<file path="src/rtl/dbus_ctrl_pkg.sv">
// Types shared by the data-bus controller and its posted-write buffer.
package dbus_ctrl_pkg;

    localparam int ADDR_W = 32;
    localparam int DATA_W = 32;

    typedef struct packed {
        logic [ADDR_W-1:0] addr;
        logic [DATA_W-1:0] data;
    } wb_entry_t;

endpackage

</file>
<file path="src/rtl/wb_fifo.sv">
// Posted-write buffer: synchronous FIFO of {addr, data} entries with registered count.
module wb_fifo
    import dbus_ctrl_pkg::*;
#(
    parameter int DEPTH = 4,
    localparam int PTR_W = $clog2(DEPTH)
) (
    input  logic           clk,
    input  logic           Nrst,
    input  logic           push,
    input  wb_entry_t      push_entry,
    input  logic           pop,
    output wb_entry_t      head,
    output logic [PTR_W:0] count,
    output logic           full,
    output logic           empty
);

    wb_entry_t        mem [DEPTH];
    logic [PTR_W-1:0] wr_ptr;
    logic [PTR_W-1:0] rd_ptr;
    logic             do_push;
    logic             do_pop;

    assign full    = (count == (PTR_W+1)'(DEPTH));
    assign empty   = (count == '0);
    assign do_push = push & ~full;
    assign do_pop  = pop & ~empty;
    assign head    = mem[rd_ptr];

    // NOTE: storage is not reset; an entry is only ever read while count marks it valid.
    always_ff @(posedge clk) begin
        if (do_push) mem[wr_ptr] <= push_entry;
    end

    // NOTE: registered state always uses non-blocking assignments so every reader sees pre-edge values.
    always_ff @(posedge clk or negedge Nrst) begin
        if (!Nrst) begin
            wr_ptr <= '0;
            rd_ptr <= '0;
            count  <= '0;
        end else begin
            if (do_push) wr_ptr <= wr_ptr + PTR_W'(1);
            if (do_pop)  rd_ptr <= rd_ptr + PTR_W'(1);
            case ({do_push, do_pop})
                2'b10:   count <= count + (PTR_W+1)'(1);
                2'b01:   count <= count - (PTR_W+1)'(1);
                default: count <= count;
            endcase
        end
    end

endmodule

</file>
<file path="src/rtl/dbus_ctrl.sv">
// Data-bus controller: posts stores into a write buffer, drains it, then issues loads in order.
module dbus_ctrl
    import dbus_ctrl_pkg::*;
#(
    parameter int WB_DEPTH = 4
) (
    input  logic              clk,
    input  logic              Nrst,
    input  logic [ADDR_W-1:0] busaddr,
    input  logic              rd_req,
    input  logic              wr_req,
    input  logic [DATA_W-1:0] wr_data,
    output logic [DATA_W-1:0] rd_data,
    output logic              rw_wait,
    output logic [ADDR_W-1:0] mem_addr,
    output logic              mem_rd,
    output logic              mem_wr,
    output logic [DATA_W-1:0] mem_wdata,
    input  logic [DATA_W-1:0] mem_rdata,
    input  logic              mem_ack,
    output logic              wb_empty
);

    localparam int CNT_W = $clog2(WB_DEPTH) + 1;

    localparam logic [1:0] IDLE   = 2'd0;
    localparam logic [1:0] DRAIN  = 2'd1;
    localparam logic [1:0] RDREQ  = 2'd2;
    localparam logic [1:0] RDDONE = 2'd3;

    logic [1:0]        state;
    logic [1:0]        state_nxt;
    logic [ADDR_W-1:0] raddr;
    wb_entry_t         push_entry;
    wb_entry_t         head;
    logic [CNT_W-1:0]  count;
    logic              full;
    logic              empty;
    logic              push;
    logic              pop;
    logic              drain_done;

    // A simultaneous read and write is resolved as a read; fullness uses the registered count.
    assign push       = (state == IDLE) & wr_req & ~rd_req & ~full;
    assign pop        = mem_wr & mem_ack;
    assign drain_done = empty | ((count == CNT_W'(1)) & pop);
    assign push_entry = '{addr: busaddr, data: wr_data};

    wb_fifo #(.DEPTH(WB_DEPTH)) u_wb_fifo (
        .clk        (clk),
        .Nrst       (Nrst),
        .push       (push),
        .push_entry (push_entry),
        .pop        (pop),
        .head       (head),
        .count      (count),
        .full       (full),
        .empty      (empty)
    );

    // NOTE: every output of this block gets a default first, so no path can infer a latch.
    always_comb begin
        state_nxt = state;
        rw_wait   = 1'b1;
        case (state)
            IDLE: begin
                rw_wait = rd_req | (wr_req & full);
                if (rd_req) state_nxt = empty ? RDREQ : DRAIN;
            end
            DRAIN:   if (drain_done) state_nxt = RDREQ;
            RDREQ:   if (mem_ack) state_nxt = RDDONE;
            RDDONE: begin
                rw_wait   = 1'b0;
                state_nxt = IDLE;
            end
            default: state_nxt = IDLE;
        endcase
    end

    always_ff @(posedge clk or negedge Nrst) begin
        if (!Nrst) begin
            state   <= IDLE;
            raddr   <= '0;
            rd_data <= '0;
        end else begin
            state <= state_nxt;
            if (state == IDLE && rd_req)   raddr   <= busaddr;
            if (state == RDREQ && mem_ack) rd_data <= mem_rdata;
        end
    end

    // External port depends only on state and registered buffer contents.
    assign mem_rd    = (state == RDREQ);
    assign mem_wr    = ~empty & (state != RDREQ);
    assign mem_addr  = mem_rd ? raddr : (mem_wr ? head.addr : '0);
    assign mem_wdata = mem_wr ? head.data : '0;
    assign wb_empty  = empty;

endmodule

</file>
<file path="config.mk">
export PLATFORM = sky130hd
export DESIGN_NAME = dbus_ctrl
export DESIGN_NICKNAME = d
export VERILOG_FILES = /design/src/rtl/dbus_ctrl_pkg.sv /design/src/rtl/wb_fifo.sv /design/src/rtl/dbus_ctrl.sv
export SDC_FILE = /design/constraint.sdc
export NUM_CORES = 1
export LEC_CHECK = 0
export ABC_AREA = 0
export CORE_MARGIN = 2
export CORE_UTILIZATION = 51
export DETAILED_ROUTE_END_ITERATION = 10
export PLACE_DENSITY = 0.78
export SLEW_MARGIN = 20
export SYNTH_ARGS = -nofsm -noshare
export SYNTH_HDL_FRONTEND = slang
export SYNTH_HIERARCHICAL = 1
export SYNTH_SLANG_ARGS = --single-unit
</file>
<file path="constraint.sdc">
create_clock -name clk -period 3.8 [get_ports clk]
set_input_delay 0.38 -clock clk [delete_from_list [all_inputs] [get_ports clk]]
set_output_delay 0.38 -clock clk [all_outputs]
set_load 0.01 [all_outputs]
</file>
==> flow_summary.json <==
{
  "result_of_the_run": "finished clean",
  "drt-vias-per-instance": 5.44,
  "synth_top_cells_by_area": "edfxtp_1 60%, dfrtp_1 14%, mux4_2 11%",
  "synth_top_cell_area_share_pct": 59.5,
  "timing.final.setup_violations": 0,
  "number_of_iterations_in_the_first_detailed_routing_pass": 4,
  "antenna_left": 0,
  "drt-wirelength-per-cell_um": 20.6,
  "synthDistinctLibCells": 35,
  "synthToLayoutAreaGrowth_pct": 27.5,
  "total_number_of_nets_in_the_final_design": 1004,
  "timing.hold.worst.class": "input port to asynchronous set/reset pin",
  "startpoint_type": "flop",
  "critPathBufInv": 2,
  "reg2reg_slack_ns": 1.09,
  "synth_sequential_area_ratio_pct": 73.6,
  "cts.repair.resized": 0,
  "grtUsageTotal_pct": 19.9,
  "crit_chain": "buf_12 -> mux4_2 -> and2_1 -> clkdlybuf4s50_1",
  "drc": 0,
  "ctsHtreeMaxLevel": 2,
  "drv.max_cap_violation_count": 0,
  "largest_net_degree_at_the_start_of_global_routing": 74,
  "dieWidth_um": 163,
  "critical_path_depth": 4,
  "first_iter_violations": 515,
  "endpoint_kind": "primary output",
  "synth_top_cells_by_count": "256 x edfxtp_1, 73 x dfrtp_1, 64 x mux4_2, 64 x nand2_1, 63 x mux2_2",
  "vias_after_detailed_routing": 6783,
  "synth_fp_nets": 784,
  "n_antenna_cell": 0,
  "syn_inst": 672,
  "clock_tree_from_tritoncts": "built",
  "worst-slew-pin-transition_ns": 0.730,
  "slew-limit-headroom_pct": 51.1,
  "ys.warnings.count": 6,
  "postSynth.asyncResetShare_pct": 22.2,
  "path_max_fanout": 27,
  "criticalPathCategory": "flop to primary output",
  "yosys.cell_count.top_type": "edfxtp_1",
  "syn-cell-area_um2": 12900,
  "row_count": 58,
  "timing.final.hold_violations": 0,
  "floorplan.die.height_um": 163,
  "multi_input_comb_area_um2": 3190,
  "rr_worst_depth": 7,
  "peak_ir_drop_on_the_vdd_network_mv": 0.414,
  "clk_pin_slew_ns": 0.06,
  "cts.sink_count": 329,
  "required_time_of_the_critical_path_ns": 3.42,
  "synth_top_area_cell": "edfxtp_1",
  "drive_above_1_share_pct": 22.8,
  "r2r_end": "u_wb_fifo/mem[1][61]",
  "die_area_um2": 26600,
  "core_um2": 25000,
  "post_synth_edffs": 256,
  "clk_latency_ns": 0.51,
  "fin_tns_setup_ns": 0,
  "crit_arrival_ns": 2.76,
  "first_global_vias": 7377,
  "fmaxAchievable_mhz": 318,
  "leakage_nw": 5.75,
  "globalRouteOverflowTotal": 0,
  "clk_root_buffer_cell": "clkbuf_16",
  "i_o_pin_count": 201,
  "synth_top_flop_cell": "edfxtp_1",
  "ff_latch_area_um2": 9520,
  "globalplace.congestion": 0.732,
  "grt_pass1_wl_um": 40400,
  "drv_slew": 0,
  "finalCoreUtilization_pct": 65.8,
  "max-clock-path-buffers": 3,
  "setup_repair_after_global_routing_missed_its_margin": "false",
  "setup.worst_path.end": "mem_wdata[29]",
  "worst_r2r_startpoint": "state[0]",
  "crit_start": "u_wb_fifo/rd_ptr[0]",
  "syn-mean-instance-area_um2": 19.2,
  "maximum_clock_skew_at_final_layout_ns": 0.00977,
  "count_of_buffers_from_port_buffering": 200,
  "final_min_period_over_clock_period_pct": 82.7,
  "grt_antenna_before_repair": 0,
  "final.fill_count": 1712,
  "powerDensity_nw_per_um2": 786,
  "cp_slowest_cell": "dfrtp_4",
  "cp_top_family": "buffers and inverters",
  "cpPeakStageDelay_ns": 0.75,
  "cts-buffers-inserted": 34,
  "wl_um": 25800,
  "detailed_place_hpwl_um": 16100,
  "effective_utilization_at_floorplan_pct": 51.6,
  "min_period_ns": 3.14,
  "postSynthRegisterBits": 329
}
area by class of cell:
cell class | instances | share of cell area (%)
clock inverter | 22 | 1.19
tap | 330 | 2.51
timing repair buffer | 217 | 13.5
clock buffer | 39 | 5.40
inverter | 10 | 0.228
multi-input combinational | 300 | 19.4
sequential | 329 | 57.8
layout by cell type, fill, tap and decap left out, drive strengths merged:
master	n
o22ai	1
fa	1
nor2b	1
clkinv	16
nor3	1
clkdlybuf4s50	199
dfrtp	73
bufinv	3
xor2	3
a211oi	1
buf	17
edfxtp	256
o2bb2ai	1
a21oi	1
a41oi	1
mux2i	2
clkinvlp	1
xnor2	3
or2	1
o21ai	31
a2bb2oi	1
inv	12
nor4b	1
nand2b	2
clkbuf	39
mux2	65
mux4	64
dlygate4sd3	1
nand2	65
ha	10
and2	37
o31a	1
nor3b	1
nor2	4
a22o	1
worst reg2reg max path, stage by stage, from the launching register on:
cell and delay (ns):
dfrtp_1 0.40, inv_1 0.13, ha_1 0.24, inv_1 0.07, nor4b_1 0.31, nor2b_2 0.38, and2_4 0.53, buf_12 0.30
report_power, final:
| group | total (mW) | internal, mW | switching, mW |
|---|---|---|---|
| Combinational | 4.91 | 2.78 | 2.13 |
| Sequential | 4.81 | 4.45 | 0.358 |
| Clock | 3.22 | 1.89 | 1.33 |
sequential cells by signal (all words and copies together) (netlist names):
name / flops
raddr: 32
state: 2
u_wb_fifo/mem: 256
u_wb_fifo/rd_ptr: 2
u_wb_fifo/count: 3
u_wb_fifo/wr_ptr: 2
rd_data: 32
what timing repair did:
item / in CTS / in global routing
endpoints found under the hold margin: 0 / 67
hold buffers: 0 / 1
setup buffers: 0 / 0
per-stage QoR:
step	cell area [um2]	hold slack [ns]	total power, mW	worst slack, ns	instances
after floorplan	12900	0.0844	7.54	0.549	672
after global placement	15400	0.475	9.76	1.15	1185
after detailed placement	15400	0.485	9.84	1.06	1185
after CTS	16500	0.0666	13.1	0.587	1246
after global routing	16500	0.470	13.7	0.493	1247
final	16500	0.466	12.9	0.659	1247
worst min-delay path by stage:
| stage | to | cells past startpoint |
|---|---|---|
| 2_1_floorplan | raddr[0] | 0 |
| 3_3_place_gp | rd_data[1] | 1 |
| 3_5_place_dp | rd_data[1] | 1 |
| 4_1_cts | raddr[20] | 1 |
| 5_1_grt | rd_data[1] | 2 |
| 6_report | rd_data[18] | 2 |
per-layer routing:
layer	vias to the layer above	GRT usage [%]	part of all wire, %
met5	-	0	0
met1	3460	26.5	41
met3	42	5.79	7.8
met4	0	5.07	1.6
li1	3027	-	-
met2	254	32.6	49
kinds of logic (layout without fill, tap and decap cells):
kind of cell             count (synthesis)  count (layout)  synth area share (%)
AO/OA/AOI/OAI                           39              39                  1.78
XOR/XNOR                                 6               6                 0.407
flip-flops                             329             329                  73.6
AND/OR/NAND/NOR                        113             113                  4.29
multiplexers                           131             131                  17.0
buffers and inverters                   43             288                  1.78
adder cells (fa/ha/maj)                 11              11                  1.12
(Power assumes the default switching activity.)
